### config.mk
export PLATFORM = sky130hd
export DESIGN_NAME = fpu_addsub_arbiter
export DESIGN_NICKNAME = d
export VERILOG_FILES = /design/src/rtl/fpu_arb_pkg.sv /design/src/rtl/FPU_32bit.sv /design/src/rtl/fpu_rr_arbiter.sv /design/src/rtl/fpu_addsub_arbiter.sv
export SDC_FILE = /design/constraint.sdc
export NUM_CORES = 1
export LEC_CHECK = 0
export ABC_AREA = 1
export CORE_MARGIN = 2
export CORE_UTILIZATION = 35
export CTS_BUF_LIST = sky130_fd_sc_hd__clkbuf_8 sky130_fd_sc_hd__clkbuf_16
export DETAILED_ROUTE_END_ITERATION = 8
export GPL_TIMING_DRIVEN = 0
export SYNTH_ARGS = -nofsm -noshare
export SYNTH_HDL_FRONTEND = slang
export SYNTH_HIERARCHICAL = 1
export SYNTH_SLANG_ARGS = --single-unit
### constraint.sdc
create_clock -name i_clk -period 95.9 [get_ports i_clk]
set_clock_uncertainty 0.05 [all_clocks]
set_input_delay 14.385 -clock i_clk [delete_from_list [all_inputs] [get_ports i_clk]]
set_output_delay 14.385 -clock i_clk [all_outputs]
set_load 0.02 [all_outputs]
### src/rtl/fpu_arb_pkg.sv
// Shared constants and FSM state type for the FPU add/sub arbiter slice.
package fpu_arb_pkg;

  localparam int FP_W   = 32;
  localparam int STAT_W = 16;

  typedef enum logic [1:0] {
    IDLE = 2'd0,
    EXEC = 2'd1,
    RESP = 2'd2
  } fpu_arb_state_e;

endpackage

### src/rtl/FPU_32bit.sv
// Combinational IEEE-754 single-precision add/sub, round-to-nearest-even.
// op[0]=0 adds, op[0]=1 subtracts b from a.
module FPU_32bit
  import fpu_arb_pkg::*;
#(
  parameter int NUM_OP = 1
) (
  input  logic [NUM_OP-1:0] op,
  input  logic [FP_W-1:0]   a,
  input  logic [FP_W-1:0]   b,
  output logic [FP_W-1:0]   result
);

  logic        b_sign, swap, eff_sub, sign_l, sign_s, round_up;
  logic [7:0]  exp_l, exp_s, exp_l_eff, exp_s_eff, shift;
  logic [23:0] man_l, man_s;
  logic [26:0] al_ext, as_ext, as_sh, norm;
  logic [27:0] sum;
  logic [9:0]  exp_n;
  logic [24:0] rnd;

  // NOTE: every variable gets a value before any branch, so no latch is inferred.
  always_comb begin
    b_sign    = b[31] ^ op[0];
    swap      = b[30:0] > a[30:0];
    sign_l    = swap ? b_sign : a[31];
    sign_s    = swap ? a[31] : b_sign;
    exp_l     = swap ? b[30:23] : a[30:23];
    exp_s     = swap ? a[30:23] : b[30:23];
    man_l     = {exp_l != 8'd0, swap ? b[22:0] : a[22:0]};
    man_s     = {exp_s != 8'd0, swap ? a[22:0] : b[22:0]};
    eff_sub   = sign_l ^ sign_s;
    exp_l_eff = (exp_l == 8'd0) ? 8'd1 : exp_l;
    exp_s_eff = (exp_s == 8'd0) ? 8'd1 : exp_s;
    shift     = exp_l_eff - exp_s_eff;

    // Three extra bits below the mantissa: guard, round, sticky.
    al_ext = {man_l, 3'b000};
    as_ext = {man_s, 3'b000};
    if (shift >= 8'd27) begin
      as_sh = {26'b0, |as_ext};
    end else begin
      as_sh = (as_ext >> shift) | {26'b0, |(as_ext & ((27'd1 << shift) - 27'd1))};
    end

    sum   = eff_sub ? ({1'b0, al_ext} - {1'b0, as_sh}) : ({1'b0, al_ext} + {1'b0, as_sh});
    exp_n = {2'b00, exp_l_eff};

    if (sum[27]) begin
      norm  = {sum[27:2], sum[1] | sum[0]};
      exp_n = exp_n + 10'd1;
    end else begin
      norm = sum[26:0];
      for (int i = 0; i < 26; i++) begin
        if (!norm[26] && exp_n > 10'd1) begin
          norm  = norm << 1;
          exp_n = exp_n - 10'd1;
        end
      end
    end
    if (!norm[26]) exp_n = 10'd0;

    round_up = norm[2] & (norm[1] | norm[0] | norm[3]);
    rnd      = {1'b0, norm[26:3]} + {24'b0, round_up};
    if (rnd[24]) begin
      rnd   = rnd >> 1;
      exp_n = exp_n + 10'd1;
    end else if (exp_n == 10'd0 && rnd[23]) begin
      exp_n = 10'd1;
    end

    if (sum == 28'd0) begin
      result = {eff_sub ? 1'b0 : sign_l, 31'b0};
    end else if (exp_n >= 10'd255) begin
      result = {sign_l, 8'hFF, 23'b0};
    end else begin
      result = {sign_l, exp_n[7:0], rnd[22:0]};
    end

    // Magnitude ordering puts any Inf/NaN operand on the large side.
    if (exp_l == 8'hFF) begin
      if (man_l[22:0] != 23'd0 || (exp_s == 8'hFF && eff_sub)) result = 32'h7FC0_0000;
      else                                                      result = {sign_l, 8'hFF, 23'b0};
    end
  end

endmodule

### src/rtl/fpu_rr_arbiter.sv
// Combinational one-hot round-robin grant; search starts at ptr and wraps.
module fpu_rr_arbiter #(
  parameter  int NUM_REQ = 4,
  localparam int ID_W    = $clog2(NUM_REQ)
) (
  input  logic [NUM_REQ-1:0] req,
  input  logic [ID_W-1:0]    ptr,
  output logic [NUM_REQ-1:0] grant
);

  logic [ID_W:0] pos;
  logic          found;

  always_comb begin
    grant = '0;
    found = 1'b0;
    pos   = '0;
    for (int i = 0; i < NUM_REQ; i++) begin
      pos = {1'b0, ptr} + (ID_W+1)'(i);
      if (pos >= (ID_W+1)'(NUM_REQ)) pos = pos - (ID_W+1)'(NUM_REQ);
      if (!found && req[pos[ID_W-1:0]]) begin
        grant[pos[ID_W-1:0]] = 1'b1;
        found                = 1'b1;
      end
    end
  end

endmodule

### src/rtl/fpu_addsub_arbiter.sv
// Round-robin sharing of one FPU_32bit add/sub among NUM_REQ requesters.
// Define FPU_ARB_STATS_EN to add per-requester 16-bit grant counters (o_grant_cnt).
module fpu_addsub_arbiter
  import fpu_arb_pkg::*;
#(
  parameter  int NUM_REQ = 4,
  parameter  int NUM_OP  = 1,
  localparam int ID_W    = $clog2(NUM_REQ)
) (
  input  logic                      i_clk,
  input  logic                      i_rst,
  input  logic [NUM_REQ-1:0]        i_req_valid,
  output logic [NUM_REQ-1:0]        o_req_ready,
  input  logic [NUM_REQ*NUM_OP-1:0] i_req_op,
  input  logic [NUM_REQ*FP_W-1:0]   i_req_a,
  input  logic [NUM_REQ*FP_W-1:0]   i_req_b,
  output logic                      o_rsp_valid,
  output logic [ID_W-1:0]           o_rsp_id,
  output logic [FP_W-1:0]           o_rsp_result,
  input  logic                      i_rsp_ready
`ifdef FPU_ARB_STATS_EN
  ,
  output logic [NUM_REQ*STAT_W-1:0] o_grant_cnt
`endif
);

  fpu_arb_state_e    state_q, state_d;
  logic [ID_W-1:0]   rr_ptr, id_q, win_idx, next_ptr;
  logic [NUM_OP-1:0] op_q, win_op;
  logic [FP_W-1:0]   a_q, b_q, win_a, win_b, fpu_result;
  logic [NUM_REQ-1:0] grant;
  logic              accept;

  fpu_rr_arbiter #(.NUM_REQ(NUM_REQ)) u_rr (
    .req   (i_req_valid),
    .ptr   (rr_ptr),
    .grant (grant)
  );

  FPU_32bit #(.NUM_OP(NUM_OP)) u_fpu (
    .op     (op_q),
    .a      (a_q),
    .b      (b_q),
    .result (fpu_result)
  );

  assign o_req_ready = (state_q == IDLE && !i_rst) ? grant : '0;
  assign accept      = (state_q == IDLE) && (|grant);

  always_comb begin
    win_idx = '0;
    win_op  = '0;
    win_a   = '0;
    win_b   = '0;
    for (int k = 0; k < NUM_REQ; k++) begin
      if (grant[k]) begin
        win_idx = ID_W'(k);
        win_op  = i_req_op[k*NUM_OP +: NUM_OP];
        win_a   = i_req_a[k*FP_W +: FP_W];
        win_b   = i_req_b[k*FP_W +: FP_W];
      end
    end
    next_ptr = (win_idx == ID_W'(NUM_REQ-1)) ? '0 : win_idx + ID_W'(1);
  end

  always_comb begin
    state_d = state_q;
    unique case (state_q)
      IDLE:    if (accept) state_d = EXEC;
      EXEC:    state_d = RESP;
      RESP:    if (i_rsp_ready) state_d = IDLE;
      default: state_d = IDLE;
    endcase
  end

  // NOTE: non-blocking assignments so every register samples pre-edge values.
  always_ff @(posedge i_clk) begin
    if (i_rst) state_q <= IDLE;
    else       state_q <= state_d;
  end

  always_ff @(posedge i_clk) begin
    if (i_rst) begin
      rr_ptr       <= '0;
      op_q         <= '0;
      a_q          <= '0;
      b_q          <= '0;
      id_q         <= '0;
      o_rsp_valid  <= 1'b0;
      o_rsp_result <= '0;
      o_rsp_id     <= '0;
    end else begin
      if (accept) begin
        op_q   <= win_op;
        a_q    <= win_a;
        b_q    <= win_b;
        id_q   <= win_idx;
        rr_ptr <= next_ptr;
      end
      if (state_q == EXEC) begin
        o_rsp_valid  <= 1'b1;
        o_rsp_result <= fpu_result;
        o_rsp_id     <= id_q;
      end else if (state_q == RESP && i_rsp_ready) begin
        o_rsp_valid <= 1'b0;
      end
    end
  end

`ifdef FPU_ARB_STATS_EN
  always_ff @(posedge i_clk) begin
    if (i_rst) begin
      o_grant_cnt <= '0;
    end else if (accept) begin
      for (int k = 0; k < NUM_REQ; k++) begin
        if (grant[k]) o_grant_cnt[k*STAT_W +: STAT_W] <= o_grant_cnt[k*STAT_W +: STAT_W] + STAT_W'(1);
      end
    end
  end
`endif

endmodule

# Yosys cells after proc, flatten, opt, wreduce, memory -nomap -nowiden
# Cells that the tools add are included.
dict set report classes {
  reduce_logical 82
  n_eq_ne 7
  shifts 2
  mux 172
  bitwise_logic 11
  n_lt_le_gt_ge 41
  addsub 41
}
# operator n
set op_table {}
lappend op_table {{$mux 27} 53}
lappend op_table {{$mux 10} 55}
lappend op_table {{$mux 32} 11}
lappend op_table {{$gt 10x1->1 const B} 25}
lappend op_table {{$sub 10x1->10 const B} 25}
lappend op_table {{$mux 23} 3}
lappend op_table {{$logic_and 1x1->1} 38}
lappend op_table {{$mux 8} 4}
lappend op_table {{$gt 31x31->1} 1}
lappend op_table {{$mux 31} 1}
lappend op_table {{$logic_not 1->1} 30}
lappend op_table {{$add 27x27->28} 1}
lappend op_table {{$logic_not 28->1} 1}
lappend op_table {{$mux 28} 1}
lappend op_table {{$sub 27x27->28} 1}
lappend op_table {{$and 27x27->27} 1}
lappend op_table {{$or 27x1->27} 1}
lappend op_table {{$reduce_or 27->1} 1}
lappend op_table {{$shl 1x8->27 const A} 1}
lappend op_table {{$shr 27x8->27} 1}
lappend op_table {{$sub 27x1->27 const B} 1}
lappend op_table {{$add 24x1->25} 1}
lappend op_table {{$reduce_or 24->1} 1}
lappend op_table {{$reduce_bool 23->1} 1}
lappend op_table {{37 further kinds} 97}
dict set report word_totals {
  output_inout_bits 39
  in_bits 267
  word_cells 365
  reg_bits 106
}

# Depth between registers and ports, before layout
dict set report logic_depth {
  ltp_word 128
  ltp_mapped 317
  depth_no_buf 301
}

# By module
# The synthesis kept the hierarchy.
# mod seq_area_each_um2 cells_per_inst n_inst area_per_inst_um2
set by_module_without_submodules {}
lappend by_module_without_submodules {FPU_32bit 0.0 6125 1 33243.1}
lappend by_module_without_submodules {fpu_addsub_arbiter 2122.0 1181 1 6583.8}
lappend by_module_without_submodules {fpu_rr_arbiter 0.0 73 1 399.1}

# Worst setup path after synthesis
# No wires, ideal clock.
dict set report synth_path {
  path_kind {flip-flop to flip-flop}
  start {reg a_q[30]}
  end {reg o_rsp_result[17]}
  slack_ps 60244
  stages_incl_launch_ff 281
  n_path_buf 26
  t_arrival_ps 35490
  required_time_ps 95734
  setup_time_ps 116
  synth_period_minus_slack_ps 35656
  path_cell_list {dfxtp_1 inv_1 ha_1 nand2_1 nor2_1 nand4_1 nor2_1 nand2_2 nand2_4 nand2_8 buf_12 buf_6 o21ai_1 nor2_1 nand4_1 nand2_2 inv_2 ha_1 (+245 left out) o21ai_2 nor2_2 ha_1 nand3_1 nor3_4 nand2_2 buf_6 nand2_1 nand2_1 nor2_1 nand2_1 nor2_2 nand2_2 nand2_2 buf_6 nor2_1 nor2_1 nor2_1}
}
dict set report synth_between {
  elab_chain_len 128
  elab_cells_between_ends 254
  classes_between {33 x add/sub; 29 x order compare; 1 x eq/ne; 2 x shift; 121 x mux; 7 x bitwise; 61 x reduce/logical}
}
# element line_no
set synth_rtl {}
lappend synth_rtl {{start, declared} fpu_addsub_arbiter.sv:30} ;# logic [FP_W-1:0] a_q, b_q, win_a, win_b, fpu_result;
lappend synth_rtl {{start signal, assigned} fpu_addsub_arbiter.sv:95} ;# a_q <= win_a;
lappend synth_rtl {{$gt 31x31->1} FPU_32bit.sv:25} ;# swap = b[30:0] > a[30:0];
lappend synth_rtl {{$mux 8 (on tied branches)} {FPU_32bit.sv:28, FPU_32bit.sv:29}}
lappend synth_rtl {{$logic_not 8->1 (on tied branches)} {FPU_32bit.sv:33, FPU_32bit.sv:34}}
lappend synth_rtl {{$mux 8 (on tied branches)} {FPU_32bit.sv:33, FPU_32bit.sv:34}}
lappend synth_rtl {{$sub 8x8->8} FPU_32bit.sv:35} ;# shift = exp_l_eff - exp_s_eff;
lappend synth_rtl {{$shl 1x8->27} FPU_32bit.sv:43} ;# as_sh = (as_ext >> shift) | {26'b0, |(as_ext & ((27'd1 << shift) - 27'd1))};
lappend synth_rtl {{$sub 27x1->27} FPU_32bit.sv:43}
lappend synth_rtl {{$and 27x27->27} FPU_32bit.sv:43}
lappend synth_rtl {{(+113 left out)} n/a}
lappend synth_rtl {{$logic_and 1x1->1} FPU_32bit.sv:68} ;# end else if (exp_n == 10'd0 && rnd[23]) begin
lappend synth_rtl {{$mux 10} FPU_32bit.sv:68}
lappend synth_rtl {{$mux 10} FPU_32bit.sv:65} ;# if (rnd[24]) begin
lappend synth_rtl {{$ge 10x8->1} FPU_32bit.sv:74} ;# end else if (exp_n >= 10'd255) begin
lappend synth_rtl {{$mux 31} FPU_32bit.sv:74}
lappend synth_rtl {{$mux 32} FPU_32bit.sv:72} ;# if (sum == 28'd0) begin
lappend synth_rtl {{$mux 32 *} FPU_32bit.sv:81} ;# if (exp_l == 8'hFF) begin
lappend synth_rtl {{via fpu_result[17]} fpu_addsub_arbiter.sv:30}
lappend synth_rtl {{end signal, assigned} fpu_addsub_arbiter.sv:102} ;# o_rsp_result <= fpu_result;
lappend synth_rtl {{end, declared} fpu_addsub_arbiter.sv:19} ;# output logic [FP_W-1:0] o_rsp_result,
# Mark *: on every way through the listed nets, which the timed path passes. The rest lies on a longest branch. The select of a mux whose other input is x is not followed.
# A chain may end at the register's enable or synchronous reset.

# Worst setup path after layout
dict set report layout_path {
  start {reg a_q[14]}
  end {reg o_rsp_result[21]}
}
# Same word-level chain as after synthesis.

==> results.yml <==
status:
  status: "completed"
floorplan:
  die_area_um2: 118000
  row_count: 124
  core-area_um2: 114000
  initial_core_util: 0.352
  die_w_um: 343
  pin_count: 306
  die_h_um: 343
worst_setup_path:
  cp_slowest_cell: "o21ai_1"
  rr_worst_depth: 280
  reg2reg_to: "o_rsp_result[21]"
  r2r_start: "a_q[14]"
  crit_top_cell: "nand2_4"
  slowest_delay_ns: 0.68
  crit_path_end_kind: "register"
  startpoint_type: "register"
  cp.required_ns: 96.13
  worstSetupPathType: "reg -> reg"
  crit_path_max_fanout: 10
  arrival_ns: 42.76
  r2r_setup_slack_ns: 53.37
min_path:
  hold_end: "id_q[1]"
  min_path_type: "reg -> reg"
  hold_depth: 2
  min-delay-start: "id_q[1]"
synth:
  ys_ff_latch: 106
  syn_inst: 7379
  synthDominantCellAreaShare: 0.187
  synthAdderAreaFrac: 0.0473
  synth-xor-area-share: 0.0214
  synth_most_common_cell: "nand2_1"
  synth_seq_area_share: 0.0528
  yosysUniqueCellTypes: 93
  synth_top_family_by_area: "simple AND/OR/NAND/NOR gates"
  synth_common_cells: "nand2_1, inv_1, nor2_1"
  synthesis.nets: 7797
  synth-simple-area-share: 0.562
  yosys.area.top_type: "nand2_1"
  synth_warnings: 6
  avgSynthCellArea_um2: 5.45
  ys.flop_type: "dfxtp_1"
  synth_compound_area_frac: 0.156
  async_flop_share: 0
  synth.area.top_cells: "nand2_1, inv_1, nor2_1"
  synth_edf_count: 0
  muxShareOfSynthArea: 0.00124
  netlist_area_um2: 40200
clock_tree:
  clock-root-buffer: "clkbuf_16"
  clk_pin_slew_ns: 0.08
  post_cts_buffers: 0
  postCtsHoldBufs: 0
  cts_resized: 0
  insertion_delay_ns: 0.38
  clock_sinks: 106
  htreeDepth: 3
  cts_tree: "built"
  numCtsBuffers: 9
  cts.path.max_buffers: 2
timing:
  fin_crit_sh: 0.443
  fmax_mhz: 23.5
  tightest_slew_ns: 1.14
  fin_setup_tns_ns: 0
  report.final.slew_viol_count: 0
  slew_headroom: 0.230
  post-route-min-period_ns: 42.53
  final-hold-violation-count: 0
  setup_viol: 0
  rsz0062_at_grt: "no"
placement:
  gp_congestion: 0.967
  io_buffers: 305
  hpwlAfterDp_um: 127000
layout:
  layout-drive-gt1-share: 0.178
  regArea_um2: 2120
  n_fill_cell: 12800
  area_growth_pct: 13.1
  final_core_util: 0.398
  nNetsFinal: 8113
  multiInputGateArea_um2: 31700
  num_antenna_cells: 0
drt:
  drtIter0Drc: 2807
  drt_wl_total_um: 146000
  vias: 45600
  viasPerCell: 4.95
  wl_per_cell_um: 15.8
  dr.pass1.iters: 6
  drc: 0
  ant_nets: 0
run:
  cap_violations: 0
global_routing:
  antenna_found_initial: 0
  overflow: 0
  track_usage: 0.240
  grt_pass1_vias: 43000
  grt_pass1_wl_um: 229000
  grt_max_degree: 19
## area by class of cell
cell class,instances,share of cell area
multi-input combinational,5882,0.697
inverter,1087,0.0919
timing repair buffer,305,0.0671
buffer,304,0.0486
sequential,106,0.0466
tap,1512,0.0416
clock buffer,11,0.00556
clock inverter,5,0.00149
## placed cells by master, fill, tap and decap left out, types with 22 or more instances in the layout
cell type	n
or2_2	42
nand3b_1	24
nor3_1	35
dfxtp_1	106
nand2_1	2006
a21oi_1	398
inv_2	99
xnor2_1	22
clkdlybuf4s50_1	305
o21ai_1	36
nand2_2	395
nand2_4	203
clkbuf_8	32
nand3_2	104
xor2_1	64
clkbuf_1	123
nand3_1	510
o21ai_0	491
o21ai_2	39
a31oi_1	40
nor2_2	117
inv_1	953
buf_2	53
nand4_1	115
nor2_4	66
nor2_1	841
a21oi_2	29
ha_1	149
buf_6	35
## logic make-up after synthesis
group,Yosys count
buffers and inverters,1391
and+or+nand+nor,4515
AOI/OAI and AO/OA,1119
xor gates and xnor gates,92
adders and majority gates,151
DFF,106
muxes,5
## routing by layer
| metal | up-vias | share of wire | global-route usage |
|---|---|---|---|
| met4 | 0 | 0.040 | 0.0916 |
| met5 | - | 0 | 0 |
| met2 | 1097 | 0.49 | 0.446 |
| li1 | 23800 | - | - |
| met1 | 20500 | 0.42 | 0.283 |
| met3 | 186 | 0.041 | 0.0198 |
## worst max-delay path by stage
stage             from                to  slack (ns)  cells after the start
2_1_floorplan  a_q[30]  o_rsp_result[17]       60.24                    280
3_3_place_gp   a_q[14]  o_rsp_result[21]       53.83                    281
3_5_place_dp   a_q[14]  o_rsp_result[21]       53.58                    280
4_1_cts        a_q[14]  o_rsp_result[21]       53.47                    281
5_1_grt        a_q[14]   o_rsp_result[6]       50.05                    271
6_report       a_q[14]  o_rsp_result[21]       53.37                    280
## worst max-delay path, delay by kind of cell (launching register included)
kind                       cells  cell delay [ns]
and+or+nand+nor              184            23.32
adders and majority gates     30             7.68
xor gates and xnor gates       1             0.21
buffers and inverters         48             6.50
AOI/OAI and AO/OA             17             3.83
DFF                            1             0.61
## stage by stage
step | instances | hold slack (ns) | setup slack [ns] | cell area (µm²)
3_3_place_gp | 9196 | 0.401 | 53.83 | 45200
6_report | 9212 | 0.414 | 53.37 | 45500
3_5_place_dp | 9196 | 0.407 | 53.58 | 45200
4_1_cts | 9212 | 0.422 | 53.47 | 45500
5_1_grt | 9212 | 0.454 | 50.05 | 45500
2_1_floorplan | 7379 | 0.379 | 60.24 | 40200
## sequential cells by signal (all words and copies together), names as in the netlist
register and cells:
a_q 32, b_q 32, o_rsp_result 32, id_q 2
o_rsp_id 2, rr_ptr 2, state_q 2, o_rsp_valid 1
op_q 1
Power is left out: the tool's default activity adds up to more than one toggle a clock period on the data nets, which glitch-free logic cannot reach.
